`src/rtl/complete_stage_pkg.sv`:
```
// complete_stage_pkg: types and constants shared by the complete stage and its selector.
//   PR              : physical-register tag width, taken from the global `PR define
//                     (falls back to 6 when the build does not provide one)
//   FU_STATE_PACKET : one flag per functional unit, alu_1 in the MSB, branch in the LSB
//   CDB_T_PACKET    : the three broadcast tags t0/t1/t2 (0 = slot unused)
//   fu_idx_e        : functional-unit name to bit position in FU_STATE_PACKET
`ifndef PR
`define PR 6
`endif

package complete_stage_pkg;

    localparam int unsigned PR       = `PR;
    localparam int unsigned NUM_FU   = 8;
    localparam int unsigned CDB_W    = 3;
    localparam int unsigned FU_IDX_W = 3;

    typedef enum logic [FU_IDX_W-1:0] {
        BRANCH      = 3'd0,
        MULT_2      = 3'd1,
        MULT_1      = 3'd2,
        STORELOAD_2 = 3'd3,
        STORELOAD_1 = 3'd4,
        ALU_3       = 3'd5,
        ALU_2       = 3'd6,
        ALU_1       = 3'd7
    } fu_idx_e;

    typedef struct packed {
        logic alu_1;
        logic alu_2;
        logic alu_3;
        logic storeload_1;
        logic storeload_2;
        logic mult_1;
        logic mult_2;
        logic branch;
    } FU_STATE_PACKET;

    typedef struct packed {
        logic [PR-1:0] t0;
        logic [PR-1:0] t1;
        logic [PR-1:0] t2;
    } CDB_T_PACKET;

    // Index of the set bit in a one-hot FU vector (0 when the vector is empty).
    function automatic logic [FU_IDX_W-1:0] onehot_to_idx(input logic [NUM_FU-1:0] oh);
        logic [FU_IDX_W-1:0] idx;
        idx = '0;
        for (int unsigned i = 0; i < NUM_FU; i++) begin
            if (oh[i]) begin
                idx = idx | FU_IDX_W'(i);
            end
        end
        return idx;
    endfunction

endpackage

```
`src/rtl/complete_stage_cdb_select.sv`:
```
// cdb_select: combinational pick-up-to-3-of-8 priority selector.
//   req_i   : per-FU request vector
//   ptr_i   : highest-priority index; priority walks downward from here with wrap
//   gnt_o   : per-slot one-hot grant (slot 0 = highest priority winner)
//   gnt_v_o : per-slot grant valid
module cdb_select
    import complete_stage_pkg::*;
(
    input  logic [NUM_FU-1:0]             req_i,
    input  logic [FU_IDX_W-1:0]           ptr_i,
    output logic [CDB_W-1:0][NUM_FU-1:0]  gnt_o,
    output logic [CDB_W-1:0]              gnt_v_o
);

    // Walk the requesters from ptr_i downward, handing out slots in order.
    always_comb begin
        logic [FU_IDX_W-1:0] idx;
        logic [1:0]          slot;
        gnt_o   = '0;
        gnt_v_o = '0;
        slot    = '0;
        idx     = '0;
        for (int unsigned k = 0; k < NUM_FU; k++) begin
            idx = ptr_i - FU_IDX_W'(k);
            if (req_i[idx] && (slot < 2'(CDB_W))) begin
                gnt_o[slot][idx] = 1'b1;
                gnt_v_o[slot]    = 1'b1;
                slot             = slot + 2'd1;
            end
        end
    end

endmodule

```
`src/rtl/complete_stage.sv`:
```
// complete_stage: per-FU one-entry hold registers feeding a 3-slot CDB broadcast.
//   clock, reset  : rising-edge clock, synchronous active-high reset
//   squash        : clears every hold register at the edge
//   fu_done       : per-FU result valid; fu_dest_pr: per-FU destination tag
//   cdb_t         : up to three broadcast tags this cycle (combinational)
//   fu_stall      : per-FU back-pressure, high while an entry cannot be freed (combinational)
// Build option: CDB_ROUND_ROBIN_EN selects a rotating priority pointer; otherwise
// alu_1 always has the highest priority and branch the lowest.
module complete_stage
    import complete_stage_pkg::*;
(
    input  logic                         clock,
    input  logic                         reset,
    input  logic                         squash,
    input  FU_STATE_PACKET               fu_done,
    input  logic [NUM_FU-1:0][PR-1:0]    fu_dest_pr,
    output CDB_T_PACKET                  cdb_t,
    output FU_STATE_PACKET               fu_stall
);

    logic [NUM_FU-1:0]            hv_q, hv_d;
    logic [NUM_FU-1:0][PR-1:0]    hpr_q, hpr_d;
    logic [NUM_FU-1:0]            req, zero_tag, granted, freed, accept, done_vec;
    logic [CDB_W-1:0][NUM_FU-1:0] gnt;
    logic [CDB_W-1:0]             gnt_v;
    logic [FU_IDX_W-1:0]          ptr;
    logic [CDB_W-1:0][PR-1:0]     tag;

    assign done_vec = fu_done;

    // Tagged entries compete for a slot; zero-tag entries retire without one.
    for (genvar i = 0; i < NUM_FU; i++) begin : g_req
        assign req[i]      = hv_q[i] && (hpr_q[i] != '0);
        assign zero_tag[i] = hv_q[i] && (hpr_q[i] == '0);
    end

    cdb_select u_cdb_select (
        .req_i   (req),
        .ptr_i   (ptr),
        .gnt_o   (gnt),
        .gnt_v_o (gnt_v)
    );

    assign granted = gnt[0] | gnt[1] | gnt[2];
    assign freed   = granted | zero_tag;
    // A freed entry may be refilled at the same edge: no bubble between results.
    assign accept  = done_vec & (~hv_q | freed);

    // Hold-register next state.
    always_comb begin
        hv_d  = (hv_q & ~freed) | accept;
        hpr_d = hpr_q;
        for (int unsigned i = 0; i < NUM_FU; i++) begin
            if (accept[FU_IDX_W'(i)]) begin
                hpr_d[FU_IDX_W'(i)] = fu_dest_pr[FU_IDX_W'(i)];
            end
        end
    end

    // Hold registers; reset wins over squash, squash drops everything incoming.
    always_ff @(posedge clock) begin
        if (reset) begin
            hv_q  <= '0;
            hpr_q <= '0;
        end else if (squash) begin
            hv_q  <= '0;
        end else begin
            hv_q  <= hv_d;
            hpr_q <= hpr_d;
        end
    end

`ifdef CDB_ROUND_ROBIN_EN
    logic [FU_IDX_W-1:0] ptr_q, ptr_d;

    // Next start is one below the lowest-priority winner of this cycle.
    always_comb begin
        ptr_d = ptr_q;
        for (int unsigned k = 0; k < CDB_W; k++) begin
            if (gnt_v[2'(k)]) begin
                ptr_d = onehot_to_idx(gnt[2'(k)]) - FU_IDX_W'(1);
            end
        end
    end

    always_ff @(posedge clock) begin
        if (reset) begin
            ptr_q <= FU_IDX_W'(ALU_1);
        end else begin
            ptr_q <= ptr_d;
        end
    end

    assign ptr = ptr_q;
`else
    assign ptr = FU_IDX_W'(ALU_1);
`endif

    // Tag mux: OR of the granted entry's tag per slot.
    always_comb begin
        tag = '0;
        for (int unsigned k = 0; k < CDB_W; k++) begin
            for (int unsigned i = 0; i < NUM_FU; i++) begin
                if (gnt[2'(k)][FU_IDX_W'(i)]) begin
                    tag[2'(k)] = tag[2'(k)] | hpr_q[FU_IDX_W'(i)];
                end
            end
        end
    end

    // Outputs forced to zero while reset is held.
    always_comb begin
        cdb_t    = '0;
        fu_stall = '0;
        if (!reset) begin
            cdb_t.t0 = tag[0];
            cdb_t.t1 = tag[1];
            cdb_t.t2 = tag[2];
            fu_stall = hv_q & ~freed;
        end
    end

endmodule
```
`config.mk`:
```
export PLATFORM = sky130hd
export DESIGN_NAME = complete_stage
export DESIGN_NICKNAME = d
export VERILOG_FILES = /design/src/rtl/complete_stage_pkg.sv /design/src/rtl/complete_stage_cdb_select.sv /design/src/rtl/complete_stage.sv
export SDC_FILE = /design/constraint.sdc
export NUM_CORES = 1
export LEC_CHECK = 0
export BUFFER_PORTS_ARGS = -buffer_cell sky130_fd_sc_hd__buf_4
export CORE_ASPECT_RATIO = 0.75
export CORE_MARGIN = 8
export CORE_UTILIZATION = 50
export CTS_BUF_LIST = sky130_fd_sc_hd__clkbuf_4
export CTS_CLUSTER_DIAMETER = 120
export CTS_CLUSTER_SIZE = 14
export DETAILED_ROUTE_END_ITERATION = 7
export PLACE_DENSITY = 0.72
export SYNTH_ARGS = -nofsm -noshare
export SYNTH_HDL_FRONTEND = slang
export SYNTH_SLANG_ARGS = --single-unit
```
`constraint.sdc`:
```
create_clock -name clock -period 12.1 [get_ports clock]
set_input_delay 1.21 -clock clock [delete_from_list [all_inputs] [get_ports clock]]
set_output_delay 1.21 -clock clock [all_outputs]
set_load 0.02 [all_outputs]
```
After elaboration in Yosys (flattened, before gate mapping)
Cells that the tools add are included.
- register bits: 56
- bits in latches: 0
- bits in writable memories: 0
- ROM bits: 0
- input port bits: 59
- output and inout port bits: 26
- logic and storage cells: 184
- memories: 0
- add/subtract/negate cells: 6
- $mul: 0
- div/mod/pow operators: 0
- $lt $le $gt $ge: 21
- equality and inequality tests: 0
- shifts and indexed selects: 0
- muxes and demuxes: 55
- bitwise logic cells: 38
- reductions and logical operators: 55
- operator list (cell ; count):
    24-bit two-way mux ; 7
    6-bit two-way mux ; 25
    24-bit OR ; 6
    6-bit OR ; 21
    8-bit demux with 2-bit select ; 7
    6-bit logical NOT ; 8
    6-bit nonzero test ; 8
    8-bit OR ; 5
    1-bit logical AND ; 30
    8-bit by 24-bit OR with 24-bit output ; 1
    2-bit by 3-bit < comparator with 1-bit output (second input constant) ; 6
    18-bit two-way mux ; 1
    8-bit bitwise AND ; 2
    8-bit two-way mux ; 2
    8-bit NOT ; 2
    2-bit AND reduction ; 8
    2-bit two-way mux ; 7
    2-bit by 1-bit greater-or-equal comparator with 1-bit output (second input constant) ; 6
    2-bit < comparator (second input constant) ; 6
    2-bit by 1-bit adder with 2-bit output (second input constant) ; 5
    7-bit two-way mux ; 1
    5-bit two-way mux ; 1
    4-bit two-way mux ; 1
    1-bit by 3-bit < comparator with 1-bit output (second input constant) ; 1
    other kinds (7) ; 8

Depth between registers and ports, before layout
- word-level depth: 43
- gate-level depth with buffers: 28
- depth with buffers taken out: 28

By module
From an unflattened synthesis, not the netlist that was laid out.
- cell total of the unflattened synthesis: 701
- area total of the unflattened synthesis: 5945.7 µm²
- modules (own cells, without submodules) (module ; times used ; cells each ; area an instance (µm²) ; seq. area each (µm²)):
    complete_stage ; 1 ; 370 ; 3578.4 ; 1121.1
    cdb_select ; 1 ; 331 ; 2367.3 ; 0.0

Least setup slack after synthesis
No wires, ideal clock.
- kind: register to output
- start point: reg hpr_q[39] (netlist bit)
- end point: out cdb_t[0] (netlist bit)
- arrival time: 6.516 ns
- required time: 10.890 ns
- path slack: 4.374 ns
- stages on the path, launching flop included: 26
- buffers on the path: 0
- cells stage by stage: dfxtp_1 -> or4_1 -> o31ai_1 -> inv_1 -> ha_1 -> nand2_1 -> a211oi_1 -> a21o_4 -> inv_2 -> ha_1 -> nand2b_1 -> a21oi_2 -> xnor2_1 -> ha_1 -> nand2b_1 -> a21oi_1 -> xnor2_1 -> inv_1 -> ha_1 -> nand2b_1 -> a21oi_1 -> xnor2_1 -> xnor3_2 -> nor3_2 -> o211ai_1 -> a41oi_1
- RTL lines (element ; line ; source):
    start, declared ; complete_stage.sv:22 ; logic [NUM_FU-1:0][PR-1:0] hpr_q, hpr_d;
    start signal, assigned ; complete_stage.sv:69 ; hpr_q <= hpr_d;
    end, declared ; complete_stage.sv:17 ; output CDB_T_PACKET cdb_t,

==> flow_metrics.env <==
export IMPL_outcome="finished, final reports clean"
export IMPL_avgRoutedWirePerCell_um=20.0
export IMPL_cp_startpoint="hpr_q[39]"
export IMPL_finalCritPeriodShare=0.780
export IMPL_cp_data_arrival_time_ns=8.23
export IMPL_yosysWarnings=0
export IMPL_leakage_nw=1.92
export IMPL_antenna_found_initial=0
export IMPL_io_buffers=83
export IMPL_cts_resized_gates=0
export IMPL_synth_seq_cells=56
export IMPL_via_count=3688
export IMPL_clock_latency_ns=0.40
export IMPL_worstMarginPinSlew_ns=1.01
export IMPL_syn_inst=431
export IMPL_combPwrFrac=0.242
export IMPL_routed_wl_mm=12.0
export IMPL_fin_skew_ns=0.0142
export IMPL_ant_nets=0
export IMPL_die_area_sq_mm=0.0105
export IMPL_cts_root_buf="clkbuf_4"
export IMPL_layout_drive_gt1_share=0.221
export IMPL_instances_no_fill=598
export IMPL_fillers=692
export IMPL_synthDistinctLibCells=60
export IMPL_numCtsBuffers=5
export IMPL_r2r_end="hpr_q[11]"
export IMPL_r2r_slack_ns=4.27
export IMPL_path_delay_family="compound AO/OA/AOI/OAI gates"
export IMPL_p_seq_frac=0.528
export IMPL_clk_path_buf_depth=2
export IMPL_hold_path_class="reg2reg"
export IMPL_drcViolationCount=0
export IMPL_crit_type="reg2out"
export IMPL_crit_buf_inv=4
export IMPL_initial_core_util=0.510
export IMPL_p_per_area_mw_per_mm2=89.3
export IMPL_ir_drop_mv=0.0593
export IMPL_cts_max_level=2
export IMPL_worstSetupStartpointType="register"
export IMPL_seq_area_sq_mm=0.00112
export IMPL_r2r_cells=26
export IMPL_grt_pass1_wl_mm=18.8
export IMPL_worst_setup_path_end_kind="primary output"
export IMPL_p_sw_mw=0.134
export IMPL_tns_ns=0
export IMPL_placed_area_sq_mm=0.00437
export IMPL_grt_setup_unrepaired="false"
export IMPL_fin_crit_ns=9.44
export IMPL_crit_cells=27
export IMPL_row_count=27
export IMPL_crit_slowest_cell="a211oi_1"
export IMPL_drt_iter0_drc=567
export IMPL_synth_edff_count=0
export IMPL_synthArstFlopShare=0
export IMPL_synth_avg_cell_area_sq_um=8.64
export IMPL_core_sq_mm=0.00730
export IMPL_fin_nets=571
export IMPL_r2r_start="hpr_q[39]"
export IMPL_dp_hpwl_mm=9.45
export IMPL_clock_fmax_mhz=106
export IMPL_chipHeight_um=90.7
export IMPL_clock_sinks=56
export IMPL_finalSetupViolations=0
export IMPL_clkTransAtPathRegs_ns=0.18
export IMPL_dp_cells=590
export IMPL_final_max_slew_violation_count=0
export IMPL_maxCapViolCount=0
export IMPL_area_growth_pct=18.9
export IMPL_critPathMaxFanout=12
export IMPL_synth_net_count=506
export IMPL_intPower_mw=0.261
export IMPL_seq_area_frac_synth=0.301
export IMPL_worst_slack_ns=2.66
export IMPL_grt_ovfl_total=0
export IMPL_p_clk_frac=0.230
export IMPL_grt_pass1_vias=3525
export IMPL_hold_viol=0
export IMPL_via_per_inst=6.17
export IMPL_crit_top_cell="ha_1"
export IMPL_post_cts_setup_buffers=0
export IMPL_required_ns=10.89
export IMPL_max_stage_delay_ns=0.74
export IMPL_hold_slack_ns=0.554
export IMPL_io_pins=85
export IMPL_synth_area_sq_mm=0.00372
export IMPL_sw_frac_of_total=0.339
export IMPL_worstSetupEndpoint="cdb_t[0]"
export IMPL_gp_congestion=0.944
export IMPL_grt_max_degree=84
export IMPL_die_w_um=116
export IMPL_multi_input_area_sq_mm=0.00243
export IMPL_track_usage=0.227
export IMPL_ctsHoldBuffers=0
export IMPL_synth_ff_type="dfxtp_1"
export IMPL_drtPass1Iterations=7
export IMPL_antennaDiodeCount=0
export IMPL_dp_slack_ns=3.27
export IMPL_relSlewSlack=0.319
export IMPL_cts_tree="done"
export IMPL_final_cell_area_sq_mm=0.00443
[synthesized netlist by cell type, drive strengths merged (7+ instances only)]
library cell	instances	share of area
a21oi	22	0.035
a221oi	8	0.020
a222oi	12	0.032
a22oi	12	0.024
a31oi	12	0.020
and2	9	0.015
clkbuf	19	0.019
dfxtp	56	0.30
ha	16	0.054
inv	17	0.017
mux2i	48	0.13
nand2	27	0.027
nand2b	17	0.029
nor2	59	0.059
nor3	8	0.016
o211ai	7	0.014
[placed cells by master, fill, tap and decap left out, types with 4 or more instances in the layout]
| cell type | netlist | final |
|---|---|---|
| a21boi_0 | 4 | 4 |
| a21oi_1 | 19 | 19 |
| a221oi_1 | 7 | 7 |
| a222oi_1 | 12 | 12 |
| a22o_1 | 4 | 4 |
| a22oi_1 | 12 | 12 |
| a31oi_1 | 12 | 12 |
| and2_0 | 4 | 4 |
| and2_1 | 5 | 5 |
| buf_4 | 1 | 83 |
| clkbuf_4 | 0 | 5 |
| dfxtp_1 | 56 | 56 |
| ha_1 | 16 | 16 |
| inv_1 | 16 | 16 |
| mux2i_1 | 48 | 48 |
| nand2_1 | 27 | 27 |
| nand2b_1 | 17 | 17 |
| nand3_1 | 6 | 6 |
| nand3b_1 | 4 | 4 |
| nand4_1 | 6 | 6 |
| nor2_1 | 59 | 59 |
| nor3_1 | 5 | 5 |
| o211ai_1 | 7 | 7 |
| o31ai_1 | 4 | 4 |
| or4_1 | 4 | 4 |
[power groups by stage]
stage | Sequential [mW] | Clock [mW] | Combinational, mW
2_1_floorplan | 0.206 | 0 | 0.0649
3_3_place_gp | 0.212 | 0 | 0.0919
3_5_place_dp | 0.212 | 0 | 0.0945
4_1_cts | 0.208 | 0.0923 | 0.0949
5_1_grt | 0.210 | 0.0988 | 0.104
6_report | 0.209 | 0.0908 | 0.0958
[cells by family (layout without fill, tap and decap cells)]
group,after synthesis,count (layout),share of synthesized area
flops,56,56,0.301
compound gates,108,108,0.235
simple gates,155,155,0.215
buf+inv,42,108,0.0460
xor+xnor,5,5,0.0198
fa+ha+maj,16,16,0.0538
mux,48,48,0.129
other cells,1,1,0.00101
[per-stage QoR]
stage | power (mW) | utilization
after global placement | 0.304 | 0.598
after detailed placement | 0.306 | 0.598
after floorplan | 0.271 | -
after CTS | 0.395 | 0.607
after global routing | 0.413 | 0.607
final | 0.395 | 0.607
[cell type report]
cell class,instances,area share
Clock buffer,5,0.00848
Clock inverter,3,0.00565
Tap cell,101,0.0285
Timing Repair Buffer,83,0.141
Inverter,17,0.0144
Sequential cell,56,0.253
Multi-Input combinational cell,333,0.549
[how the worst min path moves through the flow]
stage / startpoint / to / cells past startpoint
CTS: hv_q[2] / hv_q[2] / 2
detailed placement: hv_q[2] / hv_q[2] / 2
global placement: hv_q[2] / hv_q[2] / 2
finish: hv_q[2] / hv_q[2] / 2
global route: hv_q[2] / hv_q[2] / 2
floorplan: hpr_q[44] / hpr_q[44] / 2
[registers in the layout, summed over array words and instances (netlist names)]
signal and count:
hpr_q 48, hv_q 8
[tightest hold or removal path, delay by kind of cell (launching register included)]
family             cells  cell delay, ns
and+or+nand+nor        1            0.09
AOI/OAI and AO/OA      1            0.09
DFF                    1            0.35
[per-layer routing]
layer  part of all wire  global-route usage  vias up
li1                   -                   -     1724
met1               0.48               0.346     1740
met2               0.40               0.304      205
met3               0.10              0.0501       19
met4              0.016              0.0592        0
met5                  0                   0        -
No activity file was read; power rests on OpenSTA's default activity.
